### config.mk
export PLATFORM = sky130hd
export DESIGN_NAME = sdram_pro_read_flat
export DESIGN_NICKNAME = d
export VERILOG_FILES = /design/src/rtl/sdram_pro_read_pkg.sv /design/src/rtl/sdram_pro_read_if.sv /design/src/rtl/sdram_pro_read.sv /design/src/flat_wrapper.sv
export SDC_FILE = /design/constraint.sdc
export NUM_CORES = 1
export LEC_CHECK = 0
export BUFFER_PORTS_ARGS = -buffer_cell sky130_fd_sc_hd__buf_4
export CAP_MARGIN = 20
export CELL_PAD_IN_SITES_DETAIL_PLACEMENT = 2
export CELL_PAD_IN_SITES_GLOBAL_PLACEMENT = 2
export CORE_MARGIN = 3
export CORE_UTILIZATION = 36
export DETAILED_ROUTE_END_ITERATION = 16
export PLACE_DENSITY_LB_ADDON = 0.1
export SLEW_MARGIN = 25
export SYNTH_ARGS = -nofsm -noshare
export SYNTH_HDL_FRONTEND = slang
export SYNTH_SLANG_ARGS = --single-unit
export TNS_END_PERCENT = 20
### constraint.sdc
create_clock -name sys_clk -period 5.1 [get_ports sys_clk]
set_input_delay 0.255 -clock sys_clk [delete_from_list [all_inputs] [get_ports sys_clk]]
set_output_delay 0.255 -clock sys_clk [all_outputs]
set_load 0.05 [all_outputs]
### src/rtl/sdram_pro_read_pkg.sv
// ----------------------------------------------------------------------------
// sdram_pro_read_pkg
//   Shared definitions for the SDRAM read engine.
//   - SDRAM command encodings {cs_n, ras_n, cas_n, we_n}.
//   - Address value that makes PRECHARGE close all banks (A10 = 1).
//   - Read-engine FSM state type.
// ----------------------------------------------------------------------------
package sdram_pro_read_pkg;

  localparam logic [3:0] CMD_NOP    = 4'b0111;
  localparam logic [3:0] CMD_ACTIVE = 4'b0011;
  localparam logic [3:0] CMD_READ   = 4'b0101;
  localparam logic [3:0] CMD_BSTOP  = 4'b0110;
  localparam logic [3:0] CMD_PRECH  = 4'b0010;

  localparam logic [11:0] ADDR_PRECH_ALL = 12'h400;

  typedef enum logic [3:0] {
    S_IDLE,
    S_ACT,
    S_WAIT_RCD,
    S_RD,
    S_RD_DATA,
    S_WAIT_CL,
    S_PRECH,
    S_WAIT_RP,
    S_END
  } rd_state_e;

endpackage

### src/rtl/sdram_pro_read_if.sv
// ----------------------------------------------------------------------------
// sdram_pro_read_if
//   Bundles the read engine's user, arbiter and SDRAM-side signals.
//   slave  : the read engine (drives rd_req/rd_end/command bus/captured data)
//   master : the surroundings (user trigger, arbiter grant, SDRAM DQ)
//   Signals:
//     init_end       SDRAM init done
//     rd_trig        user read strobe
//     rd_start_addr  {bank[22:21], row[20:9], col[8:0]}
//     rd_burst_len   requested words (0 -> 1, clamped to the maximum burst)
//     rd_en          registered arbiter read grant
//     sdram_data_in  SDRAM DQ input
//     rd_req         request to arbiter
//     rd_end         one-clock completion pulse
//     rd_cmd         {cs_n,ras_n,cas_n,we_n}
//     rd_bank        bank address
//     rd_addr        address bus
//     rd_data        captured read word
//     rd_data_valid  rd_data is valid this clock
//     rd_busy        request pending or in progress
// ----------------------------------------------------------------------------
interface sdram_pro_read_if;

  logic        init_end;
  logic        rd_trig;
  logic [22:0] rd_start_addr;
  logic [8:0]  rd_burst_len;
  logic        rd_en;
  logic [15:0] sdram_data_in;
  logic        rd_req;
  logic        rd_end;
  logic [3:0]  rd_cmd;
  logic [1:0]  rd_bank;
  logic [11:0] rd_addr;
  logic [15:0] rd_data;
  logic        rd_data_valid;
  logic        rd_busy;

  modport slave (
    input  init_end, rd_trig, rd_start_addr, rd_burst_len, rd_en, sdram_data_in,
    output rd_req, rd_end, rd_cmd, rd_bank, rd_addr, rd_data, rd_data_valid, rd_busy
  );

  modport master (
    output init_end, rd_trig, rd_start_addr, rd_burst_len, rd_en, sdram_data_in,
    input  rd_req, rd_end, rd_cmd, rd_bank, rd_addr, rd_data, rd_data_valid, rd_busy
  );

endinterface

### src/rtl/sdram_pro_read.sv
// ----------------------------------------------------------------------------
// sdram_pro_read
//   SDRAM read engine. Latches one user read (start address, burst length),
//   requests the arbiter, and once granted issues ACTIVE, READ, BURST_STOP and
//   PRECHARGE, captures the returned words and pulses rd_end.
//   Ports:
//     sys_clk    system clock, all logic on posedge
//     sys_rst_n  synchronous active-low reset
//     bus        sdram_pro_read_if.slave (user / arbiter / SDRAM signals)
//   All outputs are registered.
// ----------------------------------------------------------------------------
module sdram_pro_read
  import sdram_pro_read_pkg::*;
#(
  parameter int CAS_LAT   = 3,
  parameter int TRCD      = 2,
  parameter int TRP       = 2,
  parameter int MAX_BURST = 256
) (
  input  logic              sys_clk,
  input  logic              sys_rst_n,
  sdram_pro_read_if.slave   bus
);

  rd_state_e    r_state, w_state_nxt;
  logic [8:0]   r_cnt, w_cnt_nxt;
  logic [3:0]   r_cmd, w_cmd_nxt;
  logic [1:0]   r_bank, w_bank_nxt;
  logic [11:0]  r_rd_addr, w_addr_nxt;
  logic [22:0]  r_start_addr;
  logic [8:0]   r_len;
  logic         r_busy, r_req, r_end, r_armed;
  logic         w_accept, w_busy_nxt, w_enter_end;
  logic [CAS_LAT:0] r_rd_pipe;
  logic [8:0]   r_wcnt;
  logic         r_vld_p1;
  logic [15:0]  r_data_p1;

  // Zero-length requests read one word; oversize requests saturate so a
  // single grant cannot block auto-refresh for too long.
  function automatic logic [8:0] clamp_len(input logic [8:0] len);
    if (len == 9'd0)
      return 9'd1;
    if (int'(len) > MAX_BURST)
      return 9'(MAX_BURST);
    return len;
  endfunction

  // The rd_end clock has rd_busy=0 but must not take a new request.
  assign w_accept    = bus.rd_trig && !r_busy && (r_state != S_END);
  assign w_enter_end = (w_state_nxt == S_END);
  assign w_busy_nxt  = w_enter_end ? 1'b0 : (w_accept ? 1'b1 : r_busy);

  // Next state and the command registered for the coming clock. r_cnt is
  // shared by all wait states and by the READ-to-BURST_STOP spacing.
  always_comb begin
    w_state_nxt = r_state;
    w_cnt_nxt   = r_cnt;
    w_cmd_nxt   = CMD_NOP;
    w_bank_nxt  = 2'd0;
    w_addr_nxt  = 12'd0;
    case (r_state)
      S_IDLE: begin
        if (r_busy && bus.rd_en && r_armed) begin
          w_state_nxt = S_ACT;
          w_cmd_nxt   = CMD_ACTIVE;
          w_bank_nxt  = r_start_addr[22:21];
          w_addr_nxt  = r_start_addr[20:9];
        end
      end
      S_ACT: begin
        if (TRCD == 1) begin
          w_state_nxt = S_RD;
          w_cmd_nxt   = CMD_READ;
          w_addr_nxt  = {3'b000, r_start_addr[8:0]};
        end else begin
          w_state_nxt = S_WAIT_RCD;
          w_cnt_nxt   = 9'(TRCD - 2);
        end
      end
      S_WAIT_RCD: begin
        if (r_cnt == 9'd0) begin
          w_state_nxt = S_RD;
          w_cmd_nxt   = CMD_READ;
          w_addr_nxt  = {3'b000, r_start_addr[8:0]};
        end else begin
          w_cnt_nxt = r_cnt - 9'd1;
        end
      end
      S_RD: begin
        // RD_DATA lasts N clocks; its last clock carries BURST_STOP.
        w_state_nxt = S_RD_DATA;
        w_cnt_nxt   = r_len - 9'd1;
        if (r_len == 9'd1)
          w_cmd_nxt = CMD_BSTOP;
      end
      S_RD_DATA: begin
        if (r_cnt == 9'd0) begin
          w_state_nxt = S_WAIT_CL;
          w_cnt_nxt   = 9'(CAS_LAT - 2);
        end else begin
          w_cnt_nxt = r_cnt - 9'd1;
          if (r_cnt == 9'd1)
            w_cmd_nxt = CMD_BSTOP;
        end
      end
      S_WAIT_CL: begin
        if (r_cnt == 9'd0) begin
          w_state_nxt = S_PRECH;
          w_cmd_nxt   = CMD_PRECH;
          w_addr_nxt  = ADDR_PRECH_ALL;
        end else begin
          w_cnt_nxt = r_cnt - 9'd1;
        end
      end
      S_PRECH: begin
        if (TRP == 1) begin
          w_state_nxt = S_END;
        end else begin
          w_state_nxt = S_WAIT_RP;
          w_cnt_nxt   = 9'(TRP - 2);
        end
      end
      S_WAIT_RP: begin
        if (r_cnt == 9'd0)
          w_state_nxt = S_END;
        else
          w_cnt_nxt = r_cnt - 9'd1;
      end
      S_END:   w_state_nxt = S_IDLE;
      default: w_state_nxt = S_IDLE;
    endcase
  end

  // Request latch: only loaded on acceptance, no reset needed.
  always_ff @(posedge sys_clk) begin
    if (w_accept) begin
      r_start_addr <= bus.rd_start_addr;
      r_len        <= clamp_len(bus.rd_burst_len);
    end
  end

  always_ff @(posedge sys_clk) begin
    if (!sys_rst_n) begin
      r_state   <= S_IDLE;
      r_cnt     <= 9'd0;
      r_cmd     <= CMD_NOP;
      r_bank    <= 2'd0;
      r_rd_addr <= 12'd0;
      r_busy    <= 1'b0;
      r_req     <= 1'b0;
      r_end     <= 1'b0;
      r_armed   <= 1'b0;
      r_rd_pipe <= '0;
      r_wcnt    <= 9'd0;
      r_vld_p1  <= 1'b0;
      r_data_p1 <= 16'd0;
    end else begin
      r_state   <= w_state_nxt;
      r_cnt     <= w_cnt_nxt;
      r_cmd     <= w_cmd_nxt;
      r_bank    <= w_bank_nxt;
      r_rd_addr <= w_addr_nxt;
      r_busy    <= w_busy_nxt;
      r_req     <= w_busy_nxt && bus.init_end;
      r_end     <= w_enter_end;
      // Re-arm only after the grant has been seen low, so a grant still
      // high just after rd_end cannot start the next request.
      if (w_enter_end)
        r_armed <= 1'b0;
      else if (!bus.rd_en)
        r_armed <= 1'b1;
      // r_rd_pipe[CAS_LAT] is high on the clock the first word is on DQ.
      r_rd_pipe <= {r_rd_pipe[CAS_LAT-1:0], (w_state_nxt == S_RD)};

      // ---- capture stage p1: DQ registered once ----
      r_data_p1 <= bus.sdram_data_in;
      if (r_rd_pipe[CAS_LAT]) begin
        r_vld_p1 <= 1'b1;
        r_wcnt   <= r_len - 9'd1;
      end else if (r_wcnt != 9'd0) begin
        r_vld_p1 <= 1'b1;
        r_wcnt   <= r_wcnt - 9'd1;
      end else begin
        r_vld_p1 <= 1'b0;
      end
    end
  end

  assign bus.rd_req        = r_req;
  assign bus.rd_end        = r_end;
  assign bus.rd_cmd        = r_cmd;
  assign bus.rd_bank       = r_bank;
  assign bus.rd_addr       = r_rd_addr;
  assign bus.rd_data       = r_data_p1;
  assign bus.rd_data_valid = r_vld_p1;
  assign bus.rd_busy       = r_busy;

endmodule

### src/flat_wrapper.sv
// flat-port wrapper written by rule: the top's interface ports become plain ports
module sdram_pro_read_flat import sdram_pro_read_pkg::*;
#(
  parameter int CAS_LAT   = 3,
  parameter int TRCD      = 2,
  parameter int TRP       = 2,
  parameter int MAX_BURST = 256
)
  (sys_clk, sys_rst_n, bus_init_end, bus_rd_trig, bus_rd_start_addr, bus_rd_burst_len, bus_rd_en, bus_sdram_data_in, bus_rd_req, bus_rd_end, bus_rd_cmd, bus_rd_bank, bus_rd_addr, bus_rd_data, bus_rd_data_valid, bus_rd_busy);
  sdram_pro_read_if bus_i ();
  input  logic sys_clk;
  input  logic sys_rst_n;
  input wire logic [$bits(bus_i.init_end)-1:0] bus_init_end;
  input wire logic [$bits(bus_i.rd_trig)-1:0] bus_rd_trig;
  input wire logic [$bits(bus_i.rd_start_addr)-1:0] bus_rd_start_addr;
  input wire logic [$bits(bus_i.rd_burst_len)-1:0] bus_rd_burst_len;
  input wire logic [$bits(bus_i.rd_en)-1:0] bus_rd_en;
  input wire logic [$bits(bus_i.sdram_data_in)-1:0] bus_sdram_data_in;
  output wire logic [$bits(bus_i.rd_req)-1:0] bus_rd_req;
  output wire logic [$bits(bus_i.rd_end)-1:0] bus_rd_end;
  output wire logic [$bits(bus_i.rd_cmd)-1:0] bus_rd_cmd;
  output wire logic [$bits(bus_i.rd_bank)-1:0] bus_rd_bank;
  output wire logic [$bits(bus_i.rd_addr)-1:0] bus_rd_addr;
  output wire logic [$bits(bus_i.rd_data)-1:0] bus_rd_data;
  output wire logic [$bits(bus_i.rd_data_valid)-1:0] bus_rd_data_valid;
  output wire logic [$bits(bus_i.rd_busy)-1:0] bus_rd_busy;
  assign bus_i.init_end = bus_init_end;
  assign bus_i.rd_trig = bus_rd_trig;
  assign bus_i.rd_start_addr = bus_rd_start_addr;
  assign bus_i.rd_burst_len = bus_rd_burst_len;
  assign bus_i.rd_en = bus_rd_en;
  assign bus_i.sdram_data_in = bus_sdram_data_in;
  assign bus_rd_req = bus_i.rd_req;
  assign bus_rd_end = bus_i.rd_end;
  assign bus_rd_cmd = bus_i.rd_cmd;
  assign bus_rd_bank = bus_i.rd_bank;
  assign bus_rd_addr = bus_i.rd_addr;
  assign bus_rd_data = bus_i.rd_data;
  assign bus_rd_data_valid = bus_i.rd_data_valid;
  assign bus_rd_busy = bus_i.rd_busy;
  sdram_pro_read #(.CAS_LAT(CAS_LAT), .TRCD(TRCD), .TRP(TRP), .MAX_BURST(MAX_BURST)) u_core (.sys_clk(sys_clk), .sys_rst_n(sys_rst_n), .bus(bus_i));
endmodule
## Word-level counts from Yosys, hierarchy flattened

Index checks and enable logic that the tools add are counted.

| word-level totals | value |
|---|---|
| register bits | 97 |
| input bits | 53 |
| output and inout bits | 38 |

| operators by class | value |
|---|---|
| add/sub/neg operators | 3 |
| $lt $le $gt $ge | 1 |
| equal/unequal tests | 13 |
| multiplexer cells | 35 |
| bitwise gates (word level) | 1 |
| reductions and logical operators | 17 |

Operators with widths:

| kind | number |
|---|---|
| 9-bit 2-to-1 mux | 9 |
| 12-bit one-hot mux with 3 select lines | 1 |
| 9-bit one-hot mux with 4 select lines | 1 |
| 4-bit one-hot mux with 8 select lines | 1 |
| 9-bit by 1-bit subtractor with 9-bit output (second input constant) | 3 |
| 4-bit 2-to-1 mux | 6 |
| 4-bit one-hot mux with 5 select lines | 1 |
| 9-bit by 1-bit equality test with 1-bit output (second input constant) | 2 |
| 9-bit zero test | 2 |
| 4-bit by 3-bit equality test with 1-bit output (second input constant) | 4 |
| 4-bit by 2-bit equality test with 1-bit output (second input constant) | 3 |
| 12-bit 2-to-1 mux | 1 |
| 1-bit 2-to-1 mux | 11 |
| 11-bit 2-to-1 mux | 1 |
| 9-bit > comparator (second input constant) | 1 |
| 9-bit nonzero test | 1 |
| 3-bit 2-to-1 mux | 2 |
| 1-bit logical AND | 5 |
| 4-bit by 1-bit equality test with 1-bit output (second input constant) | 1 |
| 4-bit equality test (second input constant) | 1 |
| 4-bit zero test | 1 |
| 4-bit != test (second input constant) | 1 |
| 4-bit nonzero test | 1 |
| 2-bit OR reduction | 2 |
| other kinds (8) | 8 |

## Longest topological paths before layout

| logic depth | value |
|---|---|
| depth in word-level cells | 8 |
| gate-level depth with buffers | 9 |
| mapped depth without buffers | 7 |

## Least setup slack after synthesis

OpenSTA, ideal clock, no wires.

| timing | value |
|---|---|
| kind | flip-flop to flip-flop |
| start | register u_core.r_state[0] |
| end | register u_core.r_len[0], enable pin |
| arrival | 2.216 ns |
| data required time | 4.679 ns |
| setup slack | 2.462 ns |
| cell stages (with the launch flop) | 5 |
| path through | dfxtp_1 -> buf_2 -> clkbuf_1 -> o41ai_1 -> nor2_1 |

| between the ends | value |
|---|---|
| word-level cells in the longest chain between the ends | 2 |

Ends and longest elaborated chain:

| element | line | source |
|---|---|---|
| from (decl) | sdram_pro_read.sv:25 | `rd_state_e r_state, w_state_nxt;` |
| from (signal assigned) | sdram_pro_read.sv:159 | `r_state <= w_state_nxt;` |
| 4-bit != test | sdram_pro_read.sv:50 | `assign w_accept = bus.rd_trig && !r_busy && (r_state != S_END);` |
| 1-bit logical AND | sdram_pro_read.sv:50 |  |
| named net u_core.w_accept | sdram_pro_read.sv:33 | `logic w_accept, w_busy_nxt, w_enter_end;` |
| to (signal assigned) | sdram_pro_read.sv:139 | `r_len <= clamp_len(bus.rd_burst_len);` |
| to (decl) | sdram_pro_read.sv:31 | `logic [8:0] r_len;` |

The timed path passes the listed nets, and every way through them passes these cells.
A chain may end at the register's enable or synchronous reset.

## Worst setup path after layout

| timing | value |
|---|---|
| start | register u_core.r_cnt[0] |
| end | register u_core.r_rd_addr[2], in the netlist u_core.bus.rd_addr[2] |

| between the ends | value |
|---|---|
| word-level cells in the longest chain between the ends | 3 |

Ends and longest elaborated chain:

| element | line | source |
|---|---|---|
| from (decl) | sdram_pro_read.sv:26 | `logic [8:0] r_cnt, w_cnt_nxt;` |
| from (signal assigned) | sdram_pro_read.sv:160 | `r_cnt <= w_cnt_nxt;` |
| 9-bit zero test | sdram_pro_read.sv:82 | `if (r_cnt == 9'd0) begin` |
| 9-bit 2-to-1 mux | sdram_pro_read.sv:82 |  |
| 12-bit one-hot mux with 3 select lines | sdram_pro_read.sv:62 | `case (r_state)` |
| to (signal assigned) | sdram_pro_read.sv:163 | `r_rd_addr <= w_addr_nxt;` |
| to (decl) | sdram_pro_read.sv:29 | `logic [11:0] r_rd_addr, w_addr_nxt;` |

Every way passes these cells.

==> impl_metrics.env <==
export IMPL_route_final_wire_length_um=10500
export IMPL_gr_usage_met1=0.2062
export IMPL_vias_per_cell=5.232
export IMPL_synth_seq_cells=96
export IMPL_worst_slew_pin_transition_ns=0.9203
export IMPL_finalSetupViolCount=0
export IMPL_syn_nets=424
export IMPL_floorplan_die_width_um=111.1
export IMPL_cts_made_buffers=9
export IMPL_num_io_pins=91
export IMPL_leading_cell_type_in_the_layout_fill_and_taps_excluded="buf_4"
export IMPL_switching_share=0.3144
export IMPL_most_frequent_cells_in_the_layout="90 x buf_4, 64 x dfxtp_1, 32 x edfxtp_1"
export IMPL_timing_critical_path_from_type="flip-flop"
export IMPL_detailedPlacementHpwl_um=7544
export IMPL_power_leakage_nw=2.036
export IMPL_cts_root_to_sink_buffers=2
export IMPL_cts_hold_buffers_added=0
export IMPL_ys_seq_area_frac=0.5641
export IMPL_routed_wire_length_per_instance_um=17.89
export IMPL_critPathCaptureType="flip-flop"
export IMPL_synth_warnings=0
export IMPL_worst_slack_ns=2.533
export IMPL_htree_num_levels=3
export IMPL_post_route_cells_drive_above_1_share=0.2616
export IMPL_top_usage_layer="met2"
export IMPL_max_slew_margin_rel=0.3865
export IMPL_worstPathRequired_ns=5.41
export IMPL_cell_count_after_synthesis=363
export IMPL_timing_clock_skew_ns=0.01456
export IMPL_floorplan_die_height_um=111.1
export IMPL_post_place_cells=571
export IMPL_max_fanout_on_critical_path=12
export IMPL_number_of_enable_type_register_cells_in_the_synthesized_netlist=32
export IMPL_synth_top_cell_area_share=0.3223
export IMPL_layout_core_utilization=0.4697
export IMPL_grt_setup_unrepaired="no"
export IMPL_vdd_ir_drop_max_mv=0.1567
export IMPL_area_growth_syn_to_layout_pct=24.17
export IMPL_hold_viol=0
export IMPL_final_min_period_over_clock_period=0.5034
export IMPL_worst_setup_path_type="reg2reg"
export IMPL_grtUsageTotal=0.1747
export IMPL_final_cells=587
export IMPL_synthesis_area_mm2=0.003975
export IMPL_replace_congestion=0.8616
export IMPL_fin_setup_tns_ns=0
export IMPL_synthArstFlopShare=0
export IMPL_wire_length_of_the_first_global_routing_pass_um=17190
export IMPL_power_frac_seq=0.491
export IMPL_grt_start_max_net_pins=44
export IMPL_n_antenna_cell=0
export IMPL_ys_flop_type="dfxtp_1"
export IMPL_switchingPower_mw=0.5820
export IMPL_postSynthAreaPerCell_um2=10.95
export IMPL_critPathArrivalTime_ns=2.88
export IMPL_finish_net_count=507
export IMPL_min_period_ns=2.567
export IMPL_synth_top_cells_by_area="dfxtp_1 32%, edfxtp_1 24%, and2_1 4.4%, nor2_1 2.7%, ha_1 2.5%"
export IMPL_initial_antenna_violation_count=0
export IMPL_worstReg2RegStart="u_core.r_cnt[0]"
export IMPL_core_rowCount=37
export IMPL_portBuffers=89
export IMPL_tritoncts_num_sinks=96
export IMPL_dp_slack_ns=2.506
export IMPL_route_antenna_remaining_nets=0
export IMPL_drt_pre_antenna_iters=4
export IMPL_worst_r2r_setup_slack_ns=2.53
export IMPL_root_buffer="clkbuf_8"
export IMPL_cts_setup_buffers=0
export IMPL_power_internal_mw=1.269
export IMPL_drc=0
export IMPL_first_global_vias=3273
export IMPL_distinct_cell_type_count_after_synthesis=64
export IMPL_worstHoldPathType="in2reg"
export IMPL_tritoncts="yes"
export IMPL_via_count=3071
export IMPL_cts_resized=0
export IMPL_combPwrFrac=0.230
export IMPL_start_util=0.3783
export IMPL_worst_hold_startpoint="bus_rd_start_addr[20]"
export IMPL_fmaxAchievable_mhz=389.5
export IMPL_worst_hold_slack_ns=0.04979
export IMPL_initialDrtViolationCount=95
export IMPL_use_met2=0.3159
export IMPL_power_density_cell_area_mw_per_mm2=375.0
export IMPL_worst_setup_path_startpoint="u_core.r_cnt[0]"
export IMPL_status="complete, no violations"
export IMPL_p_clk_frac=0.279
export IMPL_worst_skew_pair_late_latency_ns=0.38
export IMPL_groute_layer_met3_usage=0.03603
export IMPL_design_core_area_mm2=0.01051
export IMPL_clk_pin_slew_worst_paths_ns=0.10
export IMPL_synth_largest_area_cell="dfxtp_1"
export IMPL_die_area_mm2=0.01234
export IMPL_globalRouteOverflowTotal=0
export IMPL_timing_max_cap_violations=0
export IMPL_report_final_slew_viol_count=0
cell type report:
class                   count  area [um^2]
clock buffers               9        123.9
flip-flops and latches     96         2242
inverters                  18        67.56
repair buffers             90        675.6
multi-input cells         231         1580
clock inverters             7        76.32
well taps                 136        170.2
fillers                  1085         5573
path summary, 6_finish.rpt:
check	endpoint	cells after the start
worst min register to register	u_core.r_rd_pipe[2]	1
worst max register to register	u_core.bus.rd_addr[2]	7
worst min-delay path	u_core.r_start_addr[20]	1
worst max-delay path	u_core.bus.rd_addr[2]	7
logic make-up (layout without fill, tap and decap cells):
kind of cell    Yosys count  in the layout  synth area share
compound gates           76             76            0.1495
xor+xnor                 16             16           0.03525
fa+ha+maj                 8              8           0.02518
buf+inv                  36            124           0.03903
flops                    96             96            0.5641
other cells               1              1         0.0009434
simple gates            130            130            0.1860
power by group through the flow:
stage	logic [mW]	registers, mW	clock network (mW)
detailed placement	0.431	0.926	0
global placement	0.419	0.922	0
global route	0.476	0.921	0.566
CTS	0.434	0.910	0.532
finish	0.426	0.909	0.516
floorplan	0.275	0.955	0
registers in the layout, summed over array words and instances, names as in the netlist:
register	count
u_core.bus.rd_req	1
u_core.r_len	9
u_core.r_rd_pipe	4
u_core.bus.rd_data_valid	1
u_core.r_cnt	9
u_core.r_armed	1
u_core.bus.rd_end	1
u_core.bus.rd_bank	2
u_core.r_wcnt	9
u_core.bus.rd_data	16
u_core.bus.rd_cmd	3
u_core.r_start_addr	23
u_core.bus.rd_addr	12
u_core.bus.rd_busy	1
u_core.r_state	4
Yosys cell counts (9+ instances only):
library cell  count
xnor2_1          10
a22oi_1           9
o21ai_0          11
nand2_1          22
inv_1            17
and2_1           28
edfxtp_1         32
dfxtp_1          64
nor2_1           29
clkbuf_1          9
and3_1           12
worst max-delay path: stages (launching register included):
cell and delay (ns):
dfxtp_1 0.34, inv_1 0.14, ha_1 0.21, or3b_2 0.57, nor3_4 0.41, and3_1 0.52, a22oi_1 0.18, nor2_1 0.13
stage by stage:
step,cell area [um^2],power (mW)
after detailed placement,4736,1.357
after CTS,4936,1.876
after global routing,4936,1.962
after global placement,4736,1.340
final,4936,1.851
after floorplan,3975,1.230
per-layer routing:
layer	wire (um)	vias up
li1	-	1471
met1	4505	1518
met2	5402	71
met3	448	11
met4	145	0
met5	0	-
No activity file was read; power rests on OpenSTA's default activity.
